`src/rtl/reorder_buffer.sv`:
```
// reorder_buffer: in-order retirement buffer for an out-of-order core.
// Entries are addressed by tag 1..2^ENTRY_SIZE-1; tag 0 is the null tag.
// Results arrive out of order on the CDB. The head entry retires once it is
// ready. A mispredicted branch at retirement flushes the whole buffer.
// Optional macro ROB_FAST_COMMIT_EN: a CDB write that hits the busy head
// entry retires it on the same edge. This saves one cycle of latency.
module reorder_buffer #(
  parameter int ENTRY_SIZE = 4
) (
  input  logic                  clk,
  input  logic                  rst_in,
  input  logic                  rdy_in,
  input  logic                  issue_valid,
  input  logic [5:0]            issue_rd,
  input  logic                  issue_is_branch,
  input  logic                  issue_pred_taken,
  output logic [ENTRY_SIZE-1:0] rob_new_entry,
  output logic                  rob_full,
  input  logic                  cdb_valid,
  input  logic [ENTRY_SIZE-1:0] cdb_entry,
  input  logic [31:0]           cdb_result,
  input  logic                  cdb_taken,
  input  logic [31:0]           cdb_next_pc,
  output logic                  rob_commit,
  output logic [ENTRY_SIZE-1:0] rob_entry,
  output logic [5:0]            rob_des,
  output logic [31:0]           rob_result,
  output logic                  roll_back,
  output logic [31:0]           roll_back_pc
);

  localparam int DEPTH = 1 << ENTRY_SIZE;
  // The last valid tag equals the capacity, because tag 0 is never used.
  localparam logic [ENTRY_SIZE-1:0] LAST_TAG = '1;
  localparam logic [ENTRY_SIZE-1:0] TAG_ONE  = ENTRY_SIZE'(1);

  // Per-entry control state, cleared by reset and by flush.
  logic [DEPTH-1:0]      r_busy;
  logic [DEPTH-1:0]      r_ready;
  // Per-entry payload. It is only meaningful while the entry is busy.
  logic [DEPTH-1:0]      r_is_branch;
  logic [DEPTH-1:0]      r_pred_taken;
  logic [DEPTH-1:0]      r_taken;
  logic [5:0]            r_rd      [DEPTH];
  logic [31:0]           r_result  [DEPTH];
  logic [31:0]           r_next_pc [DEPTH];

  logic [ENTRY_SIZE-1:0] r_head;
  logic [ENTRY_SIZE-1:0] r_tail;
  logic [ENTRY_SIZE-1:0] r_count;

  logic                  r_commit;
  logic [ENTRY_SIZE-1:0] r_entry;
  logic [5:0]            r_des;
  logic [31:0]           r_result_out;
  logic                  r_roll_back;
  logic [31:0]           r_roll_back_pc;

  logic                  w_full;
  logic                  w_cdb_hit;
  logic                  w_head_done;
  logic                  w_head_taken;
  logic [31:0]           w_head_result;
  logic [31:0]           w_head_next_pc;
  logic                  w_retire;
  logic                  w_flush;
  logic                  w_issue;
  logic                  w_cdb_wr;

  // Pointer increment that skips the null tag.
  function automatic logic [ENTRY_SIZE-1:0] next_tag(input logic [ENTRY_SIZE-1:0] t);
    return (t == LAST_TAG) ? TAG_ONE : t + TAG_ONE;
  endfunction

  // Decide what happens at this edge: retire, flush, issue and CDB write.
  always_comb begin
    w_full         = (r_count == LAST_TAG);
    w_cdb_hit      = cdb_valid && (cdb_entry != '0) && r_busy[cdb_entry];
    w_head_done    = r_ready[r_head];
    w_head_taken   = r_taken[r_head];
    w_head_result  = r_result[r_head];
    w_head_next_pc = r_next_pc[r_head];
`ifdef ROB_FAST_COMMIT_EN
    if (w_cdb_hit && (cdb_entry == r_head)) begin
      w_head_done    = 1'b1;
      w_head_taken   = cdb_taken;
      w_head_result  = cdb_result;
      w_head_next_pc = cdb_next_pc;
    end
`endif
    w_retire = rdy_in && r_busy[r_head] && w_head_done;
    w_flush  = w_retire && r_is_branch[r_head] && (w_head_taken != r_pred_taken[r_head]);
    // A flush discards any issue or CDB write sampled on the same edge.
    w_issue  = rdy_in && issue_valid && !w_full && !w_flush;
    w_cdb_wr = rdy_in && w_cdb_hit && !w_flush;
  end

  // Control state: pointers, occupancy, entry flags and registered outputs.
  always_ff @(posedge clk) begin
    if (!rst_in) begin
      r_busy         <= '0;
      r_ready        <= '0;
      r_head         <= TAG_ONE;
      r_tail         <= TAG_ONE;
      r_count        <= '0;
      r_commit       <= 1'b0;
      r_entry        <= '0;
      r_des          <= '0;
      r_result_out   <= '0;
      r_roll_back    <= 1'b0;
      r_roll_back_pc <= '0;
    end else if (!rdy_in) begin
      r_commit    <= 1'b0;
      r_roll_back <= 1'b0;
    end else begin
      r_commit    <= w_retire;
      r_roll_back <= w_flush;
      if (w_retire) begin
        r_entry      <= r_head;
        r_des        <= r_is_branch[r_head] ? 6'd0 : r_rd[r_head];
        r_result_out <= w_head_result;
      end
      if (w_flush) begin
        r_roll_back_pc <= w_head_next_pc;
        r_busy         <= '0;
        r_ready        <= '0;
        r_head         <= TAG_ONE;
        r_tail         <= TAG_ONE;
        r_count        <= '0;
      end else begin
        if (w_cdb_wr) begin
          r_ready[cdb_entry] <= 1'b1;
        end
        if (w_retire) begin
          r_busy[r_head]  <= 1'b0;
          r_ready[r_head] <= 1'b0;
          r_head          <= next_tag(r_head);
        end
        if (w_issue) begin
          r_busy[r_tail]  <= 1'b1;
          r_ready[r_tail] <= 1'b0;
          r_tail          <= next_tag(r_tail);
        end
        case ({w_issue, w_retire})
          2'b10:   r_count <= r_count + TAG_ONE;
          2'b01:   r_count <= r_count - TAG_ONE;
          default: r_count <= r_count;
        endcase
      end
    end
  end

  // Entry payload capture. The busy/ready flags gate its use, so no reset is needed.
  always_ff @(posedge clk) begin
    if (w_issue) begin
      r_rd[r_tail]         <= issue_rd;
      r_is_branch[r_tail]  <= issue_is_branch;
      r_pred_taken[r_tail] <= issue_pred_taken;
    end
    if (w_cdb_wr) begin
      r_result[cdb_entry]  <= cdb_result;
      r_taken[cdb_entry]   <= cdb_taken;
      r_next_pc[cdb_entry] <= cdb_next_pc;
    end
  end

  assign rob_new_entry = r_tail;
  assign rob_full      = w_full;
  // Pulses are forced low while the block is frozen.
  assign rob_commit    = r_commit & rdy_in;
  assign roll_back     = r_roll_back & rdy_in;
  assign rob_entry     = r_entry;
  assign rob_des       = r_des;
  assign rob_result    = r_result_out;
  assign roll_back_pc  = r_roll_back_pc;

endmodule

```
`config.mk`:
```
export PLATFORM = sky130hd
export DESIGN_NAME = reorder_buffer
export DESIGN_NICKNAME = d
export VERILOG_FILES = /design/src/rtl/reorder_buffer.sv
export SDC_FILE = /design/constraint.sdc
export NUM_CORES = 1
export LEC_CHECK = 0
export CAP_MARGIN = 0
export CORE_ASPECT_RATIO = 1.5
export CORE_MARGIN = 4
export CORE_UTILIZATION = 45
export CTS_CLUSTER_DIAMETER = 100
export DETAILED_ROUTE_END_ITERATION = 8
export GPL_TIMING_DRIVEN = 1
export HOLD_SLACK_MARGIN = 0.15
export SYNTH_ARGS = -nofsm -noshare
export SYNTH_HDL_FRONTEND = slang
export SYNTH_SLANG_ARGS = --single-unit
```
`constraint.sdc`:
```
create_clock -name clk -period 8.53 [get_ports clk]
set_input_delay 2.559 -clock clk [delete_from_list [all_inputs] [get_ports clk]]
set_output_delay 2.559 -clock clk [all_outputs]
set_load 0.01 [all_outputs]
```
==> run summary <==
Fin crit share -> 0.764
Main flop type after synthesis -> edfxtp_1
Initial DRC Count -> 1839
FF-to-FF Start -> r_head[2]$_SDFFE_PN0P_
WP data required -> 5970 ps
DRT Pass-1 Iters -> 5
Clk slew on worst S/H paths -> 60 ps
Asr flop ratio synth -> 0
Worst skew pair latency -> 720 ps
Post_cts resized -> 0
Mapped Cells -> 2232
Synth area leader -> edfxtp_1
Starting density of the core -> 0.455
Type of the worst setup path -> in2out
P&R area growth vs syn -> 15.6%
Total core area -> 0.109 sq mm
Worst vdd ir -> 0.171 mV
Unrepaired setup endpoints after global routing -> no
Vias in the first global route -> 24703
Max_cap viols -> 0
FF/Latch Area -> 0.0376 sq mm
Chip width -> 279 um
Mean Syn Cell Area -> 22.2 sq um
F_max -> 0.153 GHz
H-tree Lvls -> 3
CTS hold repair buffers -> 0
Worst Skew -> 33.3 ps
R2R cell count -> 9
Fin util -> 0.526
Seq/Total Area, Yosys -> 0.758
Initial antenna violation count -> 12
Worst R2R Setup Slack -> 2820 ps
Vias/cell -> 5.79
Synthesized area -> 0.0495 sq mm
Fin area -> 0.0572 sq mm
Yosys warns -> 0
Per-cell routed wire length -> 27.7 um
Final hold vios -> 0
Hold Startpoint -> r_ready[8]$_SDFFE_PN0P_
Final ANT Viol Nets -> 0
Post-CTS setup buffer count -> 0
Layout fillers -> 8423
Minimum clock period after layout -> 6520 ps
Largest cells by area after synthesis -> edfxtp_1 (71%), mux4_2 (16%), dfxtp_1 (5.0%), mux2i_1 (1.6%), nor2_1 (0.84%)
Status -> completed
Multi-input gate area -> 0.0116 sq mm
Grt total ovfl -> 0
FF-to-FF End -> r_result[1][9]$_DFFE_PP_
Worst Hold Depth -> 2
PwrDens -> 219 mW/mm^2
Setup crit start kind -> primary input
CTS Sinks -> 1292
Top-area cell type share of the netlist area -> 0.708
All-Layer GR Usage -> 0.195
Max-slew violations -> 0
IO buf count -> 162
CP Capture Type -> primary output
Cts bufs inserted -> 118
Rows -> 148
CTS root buffer -> clkbuf_16
Die Y -> 414 um
Distinct cells, synth -> 65
Vias -> 23358
Drt drc -> 0
Critical path data arrival time -> 3960 ps
Final setup fails -> 0
Cell Area, Placed -> 0.0532 sq mm
Dpl hpwl -> 62.6 mm
Final WL -> 112 mm
First-pass GRT wire length -> 166 mm
Layout cells sized above 1 -> 0.242
Post-layout nets -> 2592
EDFF count, synth -> 1168
CP Max Fanout -> 17
Worst Max-Slew Pin Slew -> 1090 ps
CTS tree -> built
Largest net degree at the start of global routing -> 67
Pleak -> 18.1 nW
Full die area -> 0.116 sq mm
Register bit count reported by yosys -> 1292
TNS Setup -> 0 ps
GP Congestion -> 0.879
Max clock buf depth -> 3
I/O Pins -> 163
Slew HR -> 0.275
Hold crit path type -> reg2reg
Worst Hold End -> r_ready[8]$_SDFFE_PN0P_
layout by cell type (no fill, tap or decap), types with 12 or more instances in the layout:
master and instances:
dfxtp_1 120, edfxtp_1 1168, a21oi_1 19, clkinv_1 18, nand2_1 28, nor2_1 99, mux2i_1 77, clkbuf_16 120
buf_12 12, conb_1 65, bufinv_16 15, inv_1 19, clkinv_2 18, buf_4 35, clkbuf_1 21, mux4_2 358
clkdlybuf4s50_1 162, a22oi_1 12, nor2_4 12, and4_1 13, nand3_1 24
worst max-delay path, cell delays in order:
cell	delay, ps
clkdlybuf4s50_1	450
buf_4	250
and2_1	170
clkdlybuf4s50_1	530
final cells by class:
cell class | instances | share of cell area
flip-flops and latches | 1292 | 0.656
multi-input cells | 859 | 0.203
clock buffers | 147 | 0.0553
repair buffers | 209 | 0.0371
well taps | 1425 | 0.0311
clock inverters | 75 | 0.0153
inverters | 20 | 0.00136
diodes | 4 | 0.000175
flip-flops by register name (all words and copies together) (netlist names), named ones only:
| name | flops |
|---|---|
| rob_entry | 4 |
| rob_des | 6 |
| r_is_branch | 16 |
| rob_new_entry | 4 |
| r_pred_taken | 16 |
| rob_result | 32 |
| r_rd | 96 |
| r_taken | 16 |
| r_count | 4 |
| r_roll_back | 1 |
| r_busy | 16 |
| r_head | 4 |
| r_ready | 16 |
| roll_back_pc | 32 |
| r_next_pc | 512 |
| r_result | 512 |
| r_commit | 1 |
per-layer routing:
metal  GRT usage  share of wire  up-vias
met5           0        0.00067        -
met4      0.0660          0.029       10
met3      0.0315          0.050      203
met2       0.329           0.52      731
met1       0.260           0.40    12572
li1            -              -     9842
worst max path at each step:
stage | end | depth (start not counted) | slack (ps) | startpoint
finish | rob_commit | 4 | 2010 | rdy_in
detailed placement | r_result[1][23]$_DFFE_PP_ | 10 | 1960 | rdy_in
global route | rob_commit | 4 | 1960 | rdy_in
floorplan | r_next_pc[9][0]$_DFFE_PP_ | 7 | 1460 | cdb_entry[0]
CTS | rob_commit | 4 | 2000 | rdy_in
global placement | roll_back | 4 | 1970 | rdy_in
through the flow:
step | total power (W) | hold WS [ps] | std cells | setup slack, ps
after CTS | 0.0127 | 484 | 4027 | 2000
after detailed placement | 0.00726 | 474 | 3805 | 1960
after global placement | 0.00724 | 458 | 3805 | 1970
after global routing | 0.0130 | 502 | 4028 | 1960
after floorplan | 0.00712 | 439 | 2296 | 1460
final | 0.0125 | 491 | 4031 | 2010
kinds of logic (layout without fill, tap and decap cells):
group / Yosys count / in the layout / synth area share
other: 1 / 69 / 0.0000757
AOI/OAI and AO/OA: 86 / 86 / 0.0138
muxes: 447 / 447 / 0.184
adders and majority gates: 10 / 10 / 0.00253
buffers and inverters: 145 / 451 / 0.0141
and+or+nand+nor: 243 / 243 / 0.0254
DFF: 1292 / 1292 / 0.758
xor gates and xnor gates: 8 / 8 / 0.00157
where the power goes:
| part | total [W] | internal [W] | switching [W] |
|---|---|---|---|
| combinational | 0.000183 | 0.0000560 | 0.000127 |
| clock | 0.00543 | 0.00310 | 0.00232 |
| sequential | 0.00694 | 0.00693 | 0.0000107 |
synthesized netlist by cell type, types with 7 or more instances:
cell,n
buf_6,9
ha_1,10
and4_1,13
nand4_1,11
clkbuf_1,68
mux4_2,358
a22oi_1,12
nor2b_1,9
dfxtp_1,124
nand3_1,24
a21oi_1,19
and3_1,11
nand2_1,28
and2_1,9
o21a_1,11
mux4_1,11
edfxtp_1,1168
buf_2,33
inv_1,19
nor2_1,111
o21ai_0,7
mux2i_1,77
(Power assumes the default switching activity.)
